File: src/rtl/spi_cnt_tx_slave_pkg.sv
// Shared definitions for the frequency-counter SPI transmit slave:
// frame geometry, FSM encoding and the frame checksum.
package spi_cnt_tx_slave_pkg;

   localparam int         FRAME_BITS  = 80;
   localparam int         BODY_BITS   = FRAME_BITS - 8;
   localparam int         BIT_CNT_W   = 7;
   localparam logic [3:0] HDR_NIB_DEF = 4'hA;

   typedef enum logic [1:0] {
      ST_IDLE  = 2'd0,
      ST_LOAD  = 2'd1,
      ST_SHIFT = 2'd2,
      ST_DONE  = 2'd3
   } state_e;

   // XOR of every byte of the header + payload; the result is the trailing frame byte.
   function automatic logic [7:0] frame_csum(input logic [BODY_BITS-1:0] body);
      logic [7:0] acc;
      acc = '0;
      for (int i = 0; i < BODY_BITS / 8; i++) begin
         acc = acc ^ body[i*8 +: 8];
      end
      return acc;
   endfunction

endpackage

File: src/rtl/spi_cnt_tx_slave_sync_edge_det.sv
// Multi-flop synchroniser for an asynchronous SPI pin, with one history flop
// producing single-cycle rise/fall pulses on the synchronised level.
module sync_edge_det #(
   parameter int STAGES = 2
) (
   input  logic clk_i,
   input  logic rst_ni,
   input  logic sig_i,
   output logic rise_o,
   output logic fall_o
);

   logic [STAGES-1:0] sync_q;
   logic              hist_q;
   logic              level;

   always_ff @(posedge clk_i or negedge rst_ni) begin
      if (!rst_ni) begin
         sync_q <= '0;
         hist_q <= 1'b0;
      end else begin
         sync_q <= {sync_q[STAGES-2:0], sig_i};
         hist_q <= sync_q[STAGES-1];
      end
   end

   assign level  = sync_q[STAGES-1];
   assign rise_o = level & ~hist_q;
   assign fall_o = ~level & hist_q;

endmodule

File: src/rtl/spi_cnt_tx_slave.sv
// SPI mode-0 read-only slave that serialises the latest fs/fx count pair as an
// 80-bit frame: header, fs word, fx word, XOR checksum, MSB first.
//
// state | meaning
// IDLE  | deselected, MISO low, new counts go straight to shadow
// LOAD  | one cycle: build frame from shadow, present first bit
// SHIFT | advance on synchronised SCK edges until nCS rises
// DONE  | one cycle: retire fresh flag, merge pending counts
module spi_cnt_tx_slave
   import spi_cnt_tx_slave_pkg::*;
#(
   parameter int         DATA_W      = 32,
   parameter int         SYNC_STAGES = 2,
   parameter logic [3:0] HDR_NIB     = HDR_NIB_DEF
) (
   input  logic              sys_clk,
   input  logic              rst_n,
   input  logic [DATA_W-1:0] fs_cnt,
   input  logic [DATA_W-1:0] fx_cnt,
   input  logic              cnt_valid,
   input  logic              nCS,
   input  logic              SCK,
   output logic              MISO,
   output logic              busy,
   output logic              fresh
);

   localparam logic [BIT_CNT_W-1:0] BIT_LAST = BIT_CNT_W'(FRAME_BITS);

   logic sck_rise, sck_fall, ncs_rise, ncs_fall;

   sync_edge_det #(.STAGES(SYNC_STAGES)) u_sync_sck (
      .clk_i  (sys_clk),
      .rst_ni (rst_n),
      .sig_i  (SCK),
      .rise_o (sck_rise),
      .fall_o (sck_fall)
   );

   sync_edge_det #(.STAGES(SYNC_STAGES)) u_sync_ncs (
      .clk_i  (sys_clk),
      .rst_ni (rst_n),
      .sig_i  (nCS),
      .rise_o (ncs_rise),
      .fall_o (ncs_fall)
   );

   state_e                 state_q;
   logic [FRAME_BITS-1:0]  sr_q;
   logic [BIT_CNT_W-1:0]   bit_cnt_q;
   logic                   miso_q, busy_q, fresh_q, pend_vld_q;
   logic [DATA_W-1:0]      shd_fs_q, shd_fx_q, pend_fs_q, pend_fx_q;
   logic [BODY_BITS-1:0]   body_d;
   logic [FRAME_BITS-1:0]  frame_d;

   assign body_d  = {HDR_NIB, 3'b000, fresh_q, shd_fs_q, shd_fx_q};
   assign frame_d = {body_d, frame_csum(body_d)};

   always_ff @(posedge sys_clk or negedge rst_n) begin
      if (!rst_n) begin
         state_q    <= ST_IDLE;
         sr_q       <= '0;
         bit_cnt_q  <= '0;
         miso_q     <= 1'b0;
         busy_q     <= 1'b0;
         fresh_q    <= 1'b0;
         pend_vld_q <= 1'b0;
         shd_fs_q   <= '0;
         shd_fx_q   <= '0;
         pend_fs_q  <= '0;
         pend_fx_q  <= '0;
      end else begin
         case (state_q)
            ST_IDLE: begin
               miso_q <= 1'b0;
               if (ncs_fall) begin
                  state_q <= ST_LOAD;
                  busy_q  <= 1'b1;
               end
            end
            ST_LOAD: begin
               sr_q      <= frame_d;
               bit_cnt_q <= '0;
               // a deselect landing on the load cycle must not be lost
               if (ncs_rise) begin
                  state_q <= ST_DONE;
                  busy_q  <= 1'b0;
                  miso_q  <= 1'b0;
               end else begin
                  state_q <= ST_SHIFT;
                  miso_q  <= frame_d[FRAME_BITS-1];
               end
            end
            ST_SHIFT: begin
               if (ncs_rise) begin
                  state_q <= ST_DONE;
                  busy_q  <= 1'b0;
                  miso_q  <= 1'b0;
               end else begin
                  if (sck_rise && bit_cnt_q != BIT_LAST) begin
                     bit_cnt_q <= bit_cnt_q + 1'b1;
                  end
                  // zeros shifted in keep MISO low once the frame is exhausted
                  if (sck_fall) begin
                     sr_q   <= {sr_q[FRAME_BITS-2:0], 1'b0};
                     miso_q <= sr_q[FRAME_BITS-2];
                  end
               end
            end
            ST_DONE: begin
               state_q <= ST_IDLE;
               miso_q  <= 1'b0;
            end
            default: begin
               state_q <= ST_IDLE;
               miso_q  <= 1'b0;
               busy_q  <= 1'b0;
            end
         endcase

         // later assignments win: new counts beat a pending merge, which beats the read-clear
         if (state_q == ST_DONE) begin
            if (bit_cnt_q == BIT_LAST) begin
               fresh_q <= 1'b0;
            end
            if (pend_vld_q) begin
               shd_fs_q   <= pend_fs_q;
               shd_fx_q   <= pend_fx_q;
               fresh_q    <= 1'b1;
               pend_vld_q <= 1'b0;
            end
            if (cnt_valid) begin
               shd_fs_q <= fs_cnt;
               shd_fx_q <= fx_cnt;
               fresh_q  <= 1'b1;
            end
         end else if (state_q == ST_IDLE) begin
            if (cnt_valid) begin
               shd_fs_q <= fs_cnt;
               shd_fx_q <= fx_cnt;
               fresh_q  <= 1'b1;
            end
         end else if (cnt_valid) begin
            pend_fs_q  <= fs_cnt;
            pend_fx_q  <= fx_cnt;
            pend_vld_q <= 1'b1;
         end
      end
   end

   assign MISO  = miso_q;
   assign busy  = busy_q;
   assign fresh = fresh_q;

endmodule

File: config.mk
export PLATFORM = sky130hd
export DESIGN_NAME = spi_cnt_tx_slave
export DESIGN_NICKNAME = d
export VERILOG_FILES = /design/src/rtl/spi_cnt_tx_slave_pkg.sv /design/src/rtl/spi_cnt_tx_slave_sync_edge_det.sv /design/src/rtl/spi_cnt_tx_slave.sv
export SDC_FILE = /design/constraint.sdc
export NUM_CORES = 1
export LEC_CHECK = 0
export ABC_AREA = 1
export BUFFER_PORTS_ARGS = -buffer_cell sky130_fd_sc_hd__buf_2
export CAP_MARGIN = 20
export CELL_PAD_IN_SITES_DETAIL_PLACEMENT = 1
export CELL_PAD_IN_SITES_GLOBAL_PLACEMENT = 1
export CORE_MARGIN = 1.5
export CORE_UTILIZATION = 49
export CTS_CLUSTER_DIAMETER = 80
export CTS_CLUSTER_SIZE = 14
export DETAILED_ROUTE_END_ITERATION = 10
export PLACE_DENSITY = 0.89
export SLEW_MARGIN = 20
export SYNTH_ARGS = -nofsm -noshare
export SYNTH_HDL_FRONTEND = slang
export SYNTH_SLANG_ARGS = --single-unit
File: constraint.sdc
create_clock -name sys_clk -period 4.04 [get_ports sys_clk]
set_clock_uncertainty 0.2 [all_clocks]
set_input_delay 1.212 -clock sys_clk [delete_from_list [all_inputs] [get_ports sys_clk]]
set_output_delay 1.212 -clock sys_clk [all_outputs]
set_load 0.02 [all_outputs]
==> flow_summary_export.csv, run 1 <==
group,metric,value,unit
clock_tree,cts_hold_buffers,0,
logic_synthesis,yosysWarningCount,0,
sta,count_of_endpoints_failing_setup_in_the_final_report,0,
global_route,grt_pass1_wl,49600,microns
status,run_status,"finished clean",
sta,setup_slack,1504,ps
final_layout,growth_of_design_area_from_synthesis_to_finish,10.31,%
routing,post_drt_via_cell_ratio,5.606,
placement,io_buffers,71,
routing,postRouteWirelength,30160,microns
sta,final_max_tran_viols,0,
critical_path,startpoint_type,"flip-flop",
final_layout,fin_nets,1431,
clock_tree,worst_setup_hold_path_clk_slew,60,ps
final_layout,fill_cells,2595,
critical_path,worstPathRequired,2630,ps
logic_synthesis,yosys_register_bits,226,
global_route,antenna_found_initial,1,
logic_synthesis,mappedNetlistArea,0.01063,sq mm
routing,drc,0,
global_route,vias_in_the_first_global_route,9513,
placement,placed_cells,1608,
placement,routabilityCongestion,0.8421,
critical_path,worst-setup-path-type,"reg2out",
logic_synthesis,area_fraction_of_the_dominant_cell_type_after_synthesis,53.20,%
critical_path,path_cells,"buf_2",
power_and_ir_drop,max-vdd-ir-drop,0.0007409,V
critical_path,crit_slowest_cell,"sky130_fd_sc_hd__dfrtp_1",
clock_tree,htree_levels,1,
final_layout,diodes,0,
sta,finalCriticalPeriod,2536,ps
critical_path,critPathArrivalTime,1120,ps
critical_path,cp.buffers_inverters,1,
clock_tree,clock_sink_count,226,
logic_synthesis,postSynthCellCount,1320,
global_route,remaining_overflow_grt,0,
worst_hold_path,hold_class,"reg2reg",
critical_path,crit_fanout,4,
final_layout,fin_cells,1630,
sta,fmax,394.4,MHz
logic_synthesis,yosys-top-cells-area,"sky130_fd_sc_hd__dfrtp_1 53%, sky130_fd_sc_hd__nand2_1 15%, sky130_fd_sc_hd__o21ai_0 7.3%, sky130_fd_sc_hd__inv_1 5.2%, sky130_fd_sc_hd__a31oi_1 3.9%",
clock_tree,post-cts-setup-buffers,0,
floorplanning,io_pins,72,
clock_tree,clk_latency,500,ps
power_and_ir_drop,power_density,936.1,mW/mm^2
clock_tree,cts-root-buf,"sky130_fd_sc_hd__clkbuf_16",
clock_tree,clock_path_buffers,3,
floorplanning,die-area,0.02259,sq mm
placement,placed_cell_area,0.01119,sq mm
sta,slew-limit-headroom,51.25,%
routing,dr_total_vias,9138,
sta,fin_tns_setup,0,ps
routing,detail_route.wl_per_cell,18.50,microns
global_route,groute.usage.overall,28.13,%
sta,unrepaired_setup_endpoints_after_global_routing,"false",
critical_path,critPathTopFamily,"flip-flops",
run,drv.max_cap_violation_count,0,
placement,place_worst_setup_slack,1153,ps
logic_synthesis,netlist-cell-type-count,29,
clock_tree,tritoncts_clock_tree,"done",
floorplanning,design.core.area,0.02115,sq mm
sta,finalHoldViolations,0,
floorplanning,num_rows,53,
clock_tree,cts-buffers-inserted,20,
logic_synthesis,synth.yosys.seq_area_share,53.20,%
final_layout,drive_above_1_share,8.856,%
final_layout,design_area,0.01173,sq mm
power_and_ir_drop,p_leak,5.911,nW
critical_path,timing.critical_path.to_type,"output port",
critical_path,largest_stage_delay_worst_path,420,ps
floorplanning,initial_core_util,50.26,%
logic_synthesis,syn_area_per_cell,8.054,sq um
floorplanning,die_x,150.3,microns
floorplanning,chip_height,150.3,microns
sta,worst-slew-pin-transition,731.3,ps
logic_synthesis,synth_area_leader_cell,"sky130_fd_sc_hd__dfrtp_1",
clock_tree,post_cts_resize_count,0,
placement,dp_hpwl,20270,microns
global_route,grt_max_degree,134,
sta,post-route-period-util,62.77,%
routing,drt-pass1-iter-count,5,
routing,drtAntennaViolNets,0,
logic_synthesis,net_count_of_the_mapped_netlist,1396,
routing,iteration_0_drc_markers,511,
==> cells by family after synthesis <==
kind of cell,count (synthesis),share of synthesized area [%]
flip-flops,226,53.20
AO/OA/AOI/OAI,281,15.17
adder cells (fa/ha/maj),7,0.8238
multiplexers,1,0.1059
XOR/XNOR,14,1.153
buffers and inverters,222,8.580
AND/OR/NAND/NOR,569,20.97
==> final cells by class <==
class | instances | area (sq um) | area share, %
multi-input cells | 872 | 4089 | 34.87
inverters | 150 | 564.3 | 4.812
well taps | 275 | 344.1 | 2.934
clock buffers | 21 | 525.5 | 4.481
repair buffers | 85 | 533.0 | 4.545
flip-flops and latches | 226 | 5655 | 48.22
clock inverters | 1 | 16.27 | 0.1387
==> through the flow <==
| step | util (%) | hold slack, ps | total power, W |
|---|---|---|---|
| global route | 55.44 | 165.9 | 0.01190 |
| finish | 55.44 | 147.7 | 0.01098 |
| detailed placement | 52.88 | 135.8 | 0.009150 |
| CTS | 55.44 | 150.7 | 0.01100 |
| floorplan | - | 131.2 | 0.007668 |
| global placement | 52.88 | 131.8 | 0.008709 |
==> report_power, final <==
part	total [W]	switching, W	internal (W)
Sequential	0.00420	0.000801	0.00340
Combinational	0.00504	0.00344	0.00160
Clock	0.00174	0.000815	0.000923
Total	0.0110	0.00506	0.00592
==> sequential cells by signal, summed over array words and instances, names as in the netlist <==
register / cells
u_sync_ncs.sync_q: 2
pend_fs_q: 32
shd_fx_q: 32
state_q: 2
sr_q: 79
u_sync_sck.sync_q: 2
shd_fs_q: 32
fresh: 1
u_sync_ncs.hist_q: 1
pend_vld_q: 1
MISO: 1
bit_cnt_q: 7
pend_fx_q: 32
u_sync_sck.hist_q: 1
busy: 1
==> metal layers <==
metal | GRT usage, % | up-vias | share of wire [%]
met1 | 38.37 | 4581 | 45
li1 | - | 4293 | -
met5 | 0 | - | 0.043
met3 | 4.061 | 52 | 4.3
met4 | 8.873 | 2 | 2.7
met2 | 46.47 | 210 | 48
==> Yosys cell counts (all sizes together) <==
library cell,n
a21oi,7
o211ai,45
nand2,420
nand3b,1
buf,35
inv,150
nand2b,1
ha,7
a31oi,66
xnor2,9
clkbuf,37
nor2,95
dfrtp,226
nand4,5
nand3,46
o21ai,160
or2,1
mux2,1
xor2,5
o22ai,3
==> cell usage in the layout, fill, tap and decap left out, types with 9 or more instances in the layout <==
| master | Yosys | final |
|---|---|---|
| sky130_fd_sc_hd__nand2_1 | 420 | 418 |
| sky130_fd_sc_hd__a31oi_1 | 66 | 66 |
| sky130_fd_sc_hd__o211ai_1 | 45 | 45 |
| sky130_fd_sc_hd__nand3_1 | 45 | 45 |
| sky130_fd_sc_hd__buf_2 | 25 | 70 |
| sky130_fd_sc_hd__inv_1 | 146 | 146 |
| sky130_fd_sc_hd__nor2_1 | 94 | 94 |
| sky130_fd_sc_hd__buf_4 | 8 | 9 |
| sky130_fd_sc_hd__dfrtp_1 | 226 | 226 |
| sky130_fd_sc_hd__clkbuf_16 | 0 | 21 |
| sky130_fd_sc_hd__xnor2_1 | 9 | 9 |
| sky130_fd_sc_hd__o21ai_0 | 156 | 156 |
==> path summary, 6_finish.rpt <==
| kind | depth (start not counted) | startpoint | endpoint | slack (ps) |
|---|---|---|---|---|
| setup / recovery | 1 | fresh | fresh | 1500 |
| hold / removal | 0 | u_sync_ncs.sync_q[0] | u_sync_ncs.sync_q[1] | 150 |
| setup reg to reg | 8 | state_q[1] | shd_fx_q[24] | 1540 |
| hold reg to reg | 0 | u_sync_ncs.sync_q[0] | u_sync_ncs.sync_q[1] | 150 |
| max in group asynchronous | 2 | rst_n | shd_fx_q[0] | 2230 |
| min in group asynchronous | 1 | rst_n | sr_q[27] | 530 |
Note: power is estimated with default switching activity, not from simulation.
==> run 2: changes to the inputs <==
CORE_UTILIZATION = 46   (was 49)
PLACE_DENSITY = 0.84   (was 0.89)
clock period = 2.5 ns   (was 4.04 ns; I/O delays follow)
==> flow_summary_export.csv, run 2 (synthesis results as in run 1) <==
group,metric,value,unit
status,run_status,"finished clean",
power_and_ir_drop,report.power.total,0.01804,W
final_layout,mostFrequentLayoutCell,"sky130_fd_sc_hd__nand2_1",
critical_path,path_cells,"inv_1 > ha_2 > nand2_1 > nand3_4 > clkinv_2 > buf_12 > nor2_1 > a31oi_1",
sta,fmax,428.2,MHz
critical_path,crit-reg2reg-capture,"sr_q[22]",
critical_path,worst-setup-path-type,"reg2reg",
placement,io_buffers,71,
sta,finalCriticalPeriod,2335,ps
global_route,vias_in_the_first_global_route,9196,
sta,worst-slew-pin-transition,513.1,ps
critical_path,timing.critical_path.to_type,"flip-flop",
placement,place_worst_setup_slack,133.3,ps
routing,post_drt_via_cell_ratio,5.469,
critical_path,critPathArrivalTime,2480,ps
worst_hold_path,hold_class,"in2reg",
worst_hold_path,worstHoldPathCells,1,
critical_path,crit_fanout,92,
floorplanning,io_pins,72,
clock_tree,worst_setup_hold_path_clk_slew,70,ps
global_route,grt_max_degree,93,
sta,setup_slack,164.5,ps
critical_path,crit-reg2reg-launch,"state_q[0]",
critical_path,worstPathRequired,2650,ps
final_layout,largest_reg_flops,79,
run,drv.max_cap_violation_count,0,
power_and_ir_drop,p_leak,6.012,nW
clock_tree,htree_levels,1,
placement,routabilityCongestion,0.7930,
sta,slew-limit-headroom,65.43,%
final_layout,layout_common_cells,"418 x sky130_fd_sc_hd__nand2_1, 226 x sky130_fd_sc_hd__dfrtp_1, 156 x sky130_fd_sc_hd__o21ai_0",
routing,drc,0,
routing,iteration_0_drc_markers,533,
sta,post-route-period-util,93.42,%
power_and_ir_drop,power_density,1508,mW/mm^2
routing,drtAntennaViolNets,0,
placement,dp_hpwl,20300,microns
clock_tree,clock_sink_count,226,
final_layout,drive_above_1_share,9.854,%
routing,detail_route.wl_per_cell,18.09,microns
final_layout,fin_nets,1444,
sta,unrepaired_setup_endpoints_after_global_routing,"false",
critical_path,setup.reg_to_reg.worst_slack,160,ps
floorplanning,die_x,155.0,microns
sta,fin_tns_setup,0,ps
sta,final_max_tran_viols,0,
global_route,antenna_found_initial,0,
routing,drt-pass1-iter-count,5,
floorplanning,die-area,0.02403,sq mm
critical_path,crit_slowest_cell,"sky130_fd_sc_hd__dfrtp_1",
final_layout,growth_of_design_area_from_synthesis_to_finish,12.55,%
power_and_ir_drop,max-vdd-ir-drop,0.0008152,V
critical_path,startpoint_type,"flip-flop",
floorplanning,chip_height,155.0,microns
sta,finalHoldViolations,0,
final_layout,diodes,0,
global_route,remaining_overflow_grt,0,
global_route,grt_pass1_wl,47870,microns
sta,count_of_endpoints_failing_setup_in_the_final_report,0,
final_layout,fill_cells,2749,
clock_tree,cts-root-buf,"sky130_fd_sc_hd__clkbuf_16",
clock_tree,clk_latency,500,ps
clock_tree,tritoncts_clock_tree,"done",
floorplanning,design.core.area,0.02264,sq mm
floorplanning,initial_core_util,46.96,%
clock_tree,clock_path_buffers,3,
routing,dr_total_vias,9051,
floorplanning,num_rows,55,
final_layout,top_register,"sr_q",
clock_tree,cts-buffers-inserted,20,
routing,postRouteWirelength,29940,microns
worst_hold_path,worst_hold_path.endpoint,"u_sync_ncs.sync_q[0]",
critical_path,largest_stage_delay_worst_path,410,ps
critical_path,r2r_cells,8,
worst_hold_path,worst_hold_startpoint,"nCS",
global_route,groute.usage.overall,25.07,%
[run 2: changes by cell type in the layout (fill, tap and decap cells not counted), moves of 2 or more]
cell / before / now
sky130_fd_sc_hd__buf_6: 0 / 2
sky130_fd_sc_hd__buf_4: 9 / 11
sky130_fd_sc_hd__clkinvlp_4: 0 / 2
sky130_fd_sc_hd__buf_12: 5 / 11
[run 2: worst max-delay path: cells and delay by family (launching register included)]
| family | cells | cell delay [ps] |
|---|---|---|
| and+or+nand+nor | 3 | 580 |
| buffers and inverters | 3 | 500 |
| DFF | 1 | 410 |
| adders and majority gates | 1 | 360 |
| AOI/OAI and AO/OA | 1 | 80 |
[run 2: metrics by stage]
stage	cells	instance area, sq um	hold WS (ps)	util [%]
4_1_cts	1652	11910	139.3	52.58
6_report	1655	11970	149.8	52.85
2_1_floorplan	1320	10630	131.2	-
5_1_grt	1655	11970	146.8	52.85
3_5_place_dp	1627	11340	153.7	50.09
3_3_place_gp	1627	11340	132.0	50.09
[run 2: worst max path at each step]
stage / start / to / slack [ps] / depth (start not counted)
after CTS: state_q[0] / shd_fs_q[12] / 90 / 8
final: state_q[0] / sr_q[22] / 160 / 8
after floorplan: state_q[0] / shd_fx_q[10] / 560 / 8
after detailed placement: state_q[0] / shd_fs_q[12] / 130 / 8
after global placement: state_q[0] / shd_fx_q[27] / 310 / 8
after global routing: state_q[0] / sr_q[22] / 5 / 8
[run 2: cell type report]
type                            count  area (sq um)  share of cell area, %
Multi-Input combinational cell    872          4091                  34.19
Sequential cell                   226          5655                  47.27
Timing Repair Buffer               98         740.7                  6.191
Clock buffer                       22         539.3                  4.507
Clock inverter                      2         15.01                 0.1255
Tap cell                          285         356.6                  2.980
Inverter                          150         566.8                  4.737
[run 2: routing by layer]
layer	share of wire (%)	vias up	global-route usage [%]	wire length (microns)
met1	46	4507	35.71	13730
met4	1.9	0	5.723	554
met3	4.2	37	2.618	1266
li1	-	4322	-	-
met5	0	-	0	0
met2	48	185	41.53	14390
[run 2: where the power goes]
group	total [W]	leakage, nW	internal [W]	switching [W]
combinational	0.00844	3.02	0.00285	0.00559
sequential	0.00674	2.73	0.00548	0.00126
clock	0.00286	0.266	0.00152	0.00134
[run 2: what timing repair did]
action | in CTS | in global routing
setup buffers | 0 | 1
endpoints found under the hold margin | 45 | 0
hold buffers | 1 | 0
endpoints found under the setup margin | 0 | 51
resized for setup | 0 | 6
==> run 3: changes to the inputs <==
CORE_UTILIZATION = 41   (was 46)
PLACE_DENSITY = 0.8   (was 0.84)
clock period = 2.07 ns   (was 2.5 ns; I/O delays follow)
==> flow_summary_export.csv, run 3 (synthesis results as in run 1) <==
group,metric,value,unit
floorplanning,design.core.area,0.02533,sq mm
global_route,remaining_overflow_grt,0,
final_layout,top_register,"sr_q",
routing,drt-pass1-iter-count,5,
placement,dp_hpwl,21430,microns
critical_path,largest_stage_delay_worst_path,430,ps
final_layout,fin_cells,1716,
sta,count_of_endpoints_failing_setup_in_the_final_report,0,
routing,post_drt_via_cell_ratio,5.261,
clock_tree,htree_levels,1,
final_layout,growth_of_design_area_from_synthesis_to_finish,15.65,%
sta,finalCriticalPeriod,1963,ps
worst_hold_path,hold_class,"in2reg",
clock_tree,tritoncts_clock_tree,"done",
routing,dr_total_vias,9028,
placement,placed_cells,1688,
sta,fmax,509.5,MHz
final_layout,design_area,0.01230,sq mm
status,run_status,"finished clean",
clock_tree,cts-buffers-inserted,20,
sta,unrepaired_setup_endpoints_after_global_routing,"true",
clock_tree,cts-root-buf,"sky130_fd_sc_hd__clkbuf_16",
critical_path,startpoint_type,"flip-flop",
critical_path,crit_fanout,4,
run,drv.max_cap_violation_count,0,
critical_path,critPathTopFamily,"flip-flops",
critical_path,worstPathRequired,1250,ps
placement,io_buffers,71,
final_layout,layout_common_cells,"417 x sky130_fd_sc_hd__nand2_1, 225 x sky130_fd_sc_hd__dfrtp_1, 155 x sky130_fd_sc_hd__o21ai_0",
floorplanning,die-area,0.02691,sq mm
placement,placed_cell_area,0.01164,sq mm
sta,post-route-period-util,94.82,%
critical_path,crit_slowest_cell,"sky130_fd_sc_hd__dfrtp_1",
power_and_ir_drop,p_leak,6.141,nW
sta,slew-limit-headroom,70.64,%
floorplanning,initial_core_util,41.98,%
floorplanning,chip_height,164.0,microns
clock_tree,clk_latency,510,ps
critical_path,cp.buffers_inverters,1,
global_route,antenna_found_initial,0,
clock_tree,clock_sink_count,226,
global_route,vias_in_the_first_global_route,9509,
placement,routabilityCongestion,0.7999,
routing,drc,0,
power_and_ir_drop,max-vdd-ir-drop,0.0008557,V
sta,fin_tns_setup,0,ps
sta,worst-slew-pin-transition,437.3,ps
global_route,grt_pass1_wl,49200,microns
routing,postRouteWirelength,29610,microns
floorplanning,die_x,164.0,microns
power_and_ir_drop,power_density,1817,mW/mm^2
clock_tree,worst_setup_hold_path_clk_slew,70,ps
final_layout,drive_above_1_share,11.40,%
critical_path,worst-setup-path-type,"reg2out",
sta,final_max_tran_viols,0,
critical_path,path_cells,"buf_2",
clock_tree,clock_path_buffers,3,
final_layout,fin_nets,1460,
routing,drtAntennaViolNets,0,
final_layout,mostFrequentLayoutCell,"sky130_fd_sc_hd__nand2_1",
floorplanning,num_rows,58,
global_route,grt_max_degree,67,
final_layout,largest_reg_flops,79,
floorplanning,io_pins,72,
critical_path,critPathArrivalTime,1140,ps
sta,finalHoldViolations,0,
routing,iteration_0_drc_markers,480,
critical_path,timing.critical_path.to_type,"output port",
routing,detail_route.wl_per_cell,17.26,microns
global_route,groute.usage.overall,23.10,%
final_layout,diodes,0,
## run 3: cell types whose count changed in the layout (fill, tap and decap cells not counted), sizes merged
cell,delta
bufinv,+1
clkinv,+1
clkbuf,-1
buf,+17
clkinvlp,-2
## run 3: report_power, final
group	leakage [nW]	switching (W)	internal (W)	total (W)
clock network	0.284	0.00166	0.00196	0.00362
registers	2.73	0.00153	0.00662	0.00815
logic	3.13	0.00665	0.00391	0.0106
## run 3: cell type report
type	instances	area, sq um
Inverter	150	564.3
Tap cell	330	412.9
Multi-Input combinational cell	872	4115
Clock buffer	22	539.3
Timing Repair Buffer	114	968.4
Fill cell	3074	13030
Clock inverter	2	38.79
Sequential cell	226	5657
## run 3: per-layer routing
| layer | up-vias | GRT usage (%) | wire [microns] |
|---|---|---|---|
| li1 | 4363 | - | - |
| met1 | 4501 | 32.11 | 13910 |
| met2 | 127 | 38.97 | 14340 |
| met3 | 37 | 2.374 | 878 |
| met4 | 0 | 5.124 | 485 |
| met5 | - | 0 | 0 |
## run 3: path summary, 6_finish.rpt
check | startpoint | to | slack [ps] | cells past startpoint
max reg2reg | state_q[0] | state_q[0] | 110 | 7
max in group asynchronous | rst_n | sr_q[29] | 650 | 3
min reg2reg | u_sync_sck.sync_q[0] | u_sync_sck.sync_q[1] | 160 | 0
min in group asynchronous | rst_n | shd_fs_q[9] | 420 | 2
min | SCK | u_sync_sck.sync_q[0] | 10 | 1
max | fresh | fresh | 110 | 1
## run 3: worst reg2reg max path, cell delays in order, from the launching register on
cell	delay (ps)
sky130_fd_sc_hd__dfrtp_1	410
sky130_fd_sc_hd__inv_2	90
sky130_fd_sc_hd__ha_2	250
sky130_fd_sc_hd__inv_2	110
sky130_fd_sc_hd__buf_16	270
sky130_fd_sc_hd__o21ai_1	180
sky130_fd_sc_hd__o21ai_0	190
sky130_fd_sc_hd__o21ai_0	130
## run 3: repair_timing
item,CTS,global route
setup endpoints to repair,43,76
setup buffers,1,2
hold buffers,1,0
pin swaps,0,1
gates resized for setup,4,9
endpoints found under the hold margin,33,0
## run 3: per-stage QoR
step | total power, W | hold slack (ps) | utilization (%) | worst slack (ps)
finish | 0.02234 | 11.02 | 48.55 | 107.3
global route | 0.02429 | 9.618 | 48.55 | -102.7
CTS | 0.02240 | 2.852 | 48.35 | 18.96
detailed placement | 0.01863 | 146.5 | 45.97 | -21.20
global placement | 0.01795 | 133.4 | 45.97 | 84.31
floorplan | 0.01496 | 125.4 | - | 127.5
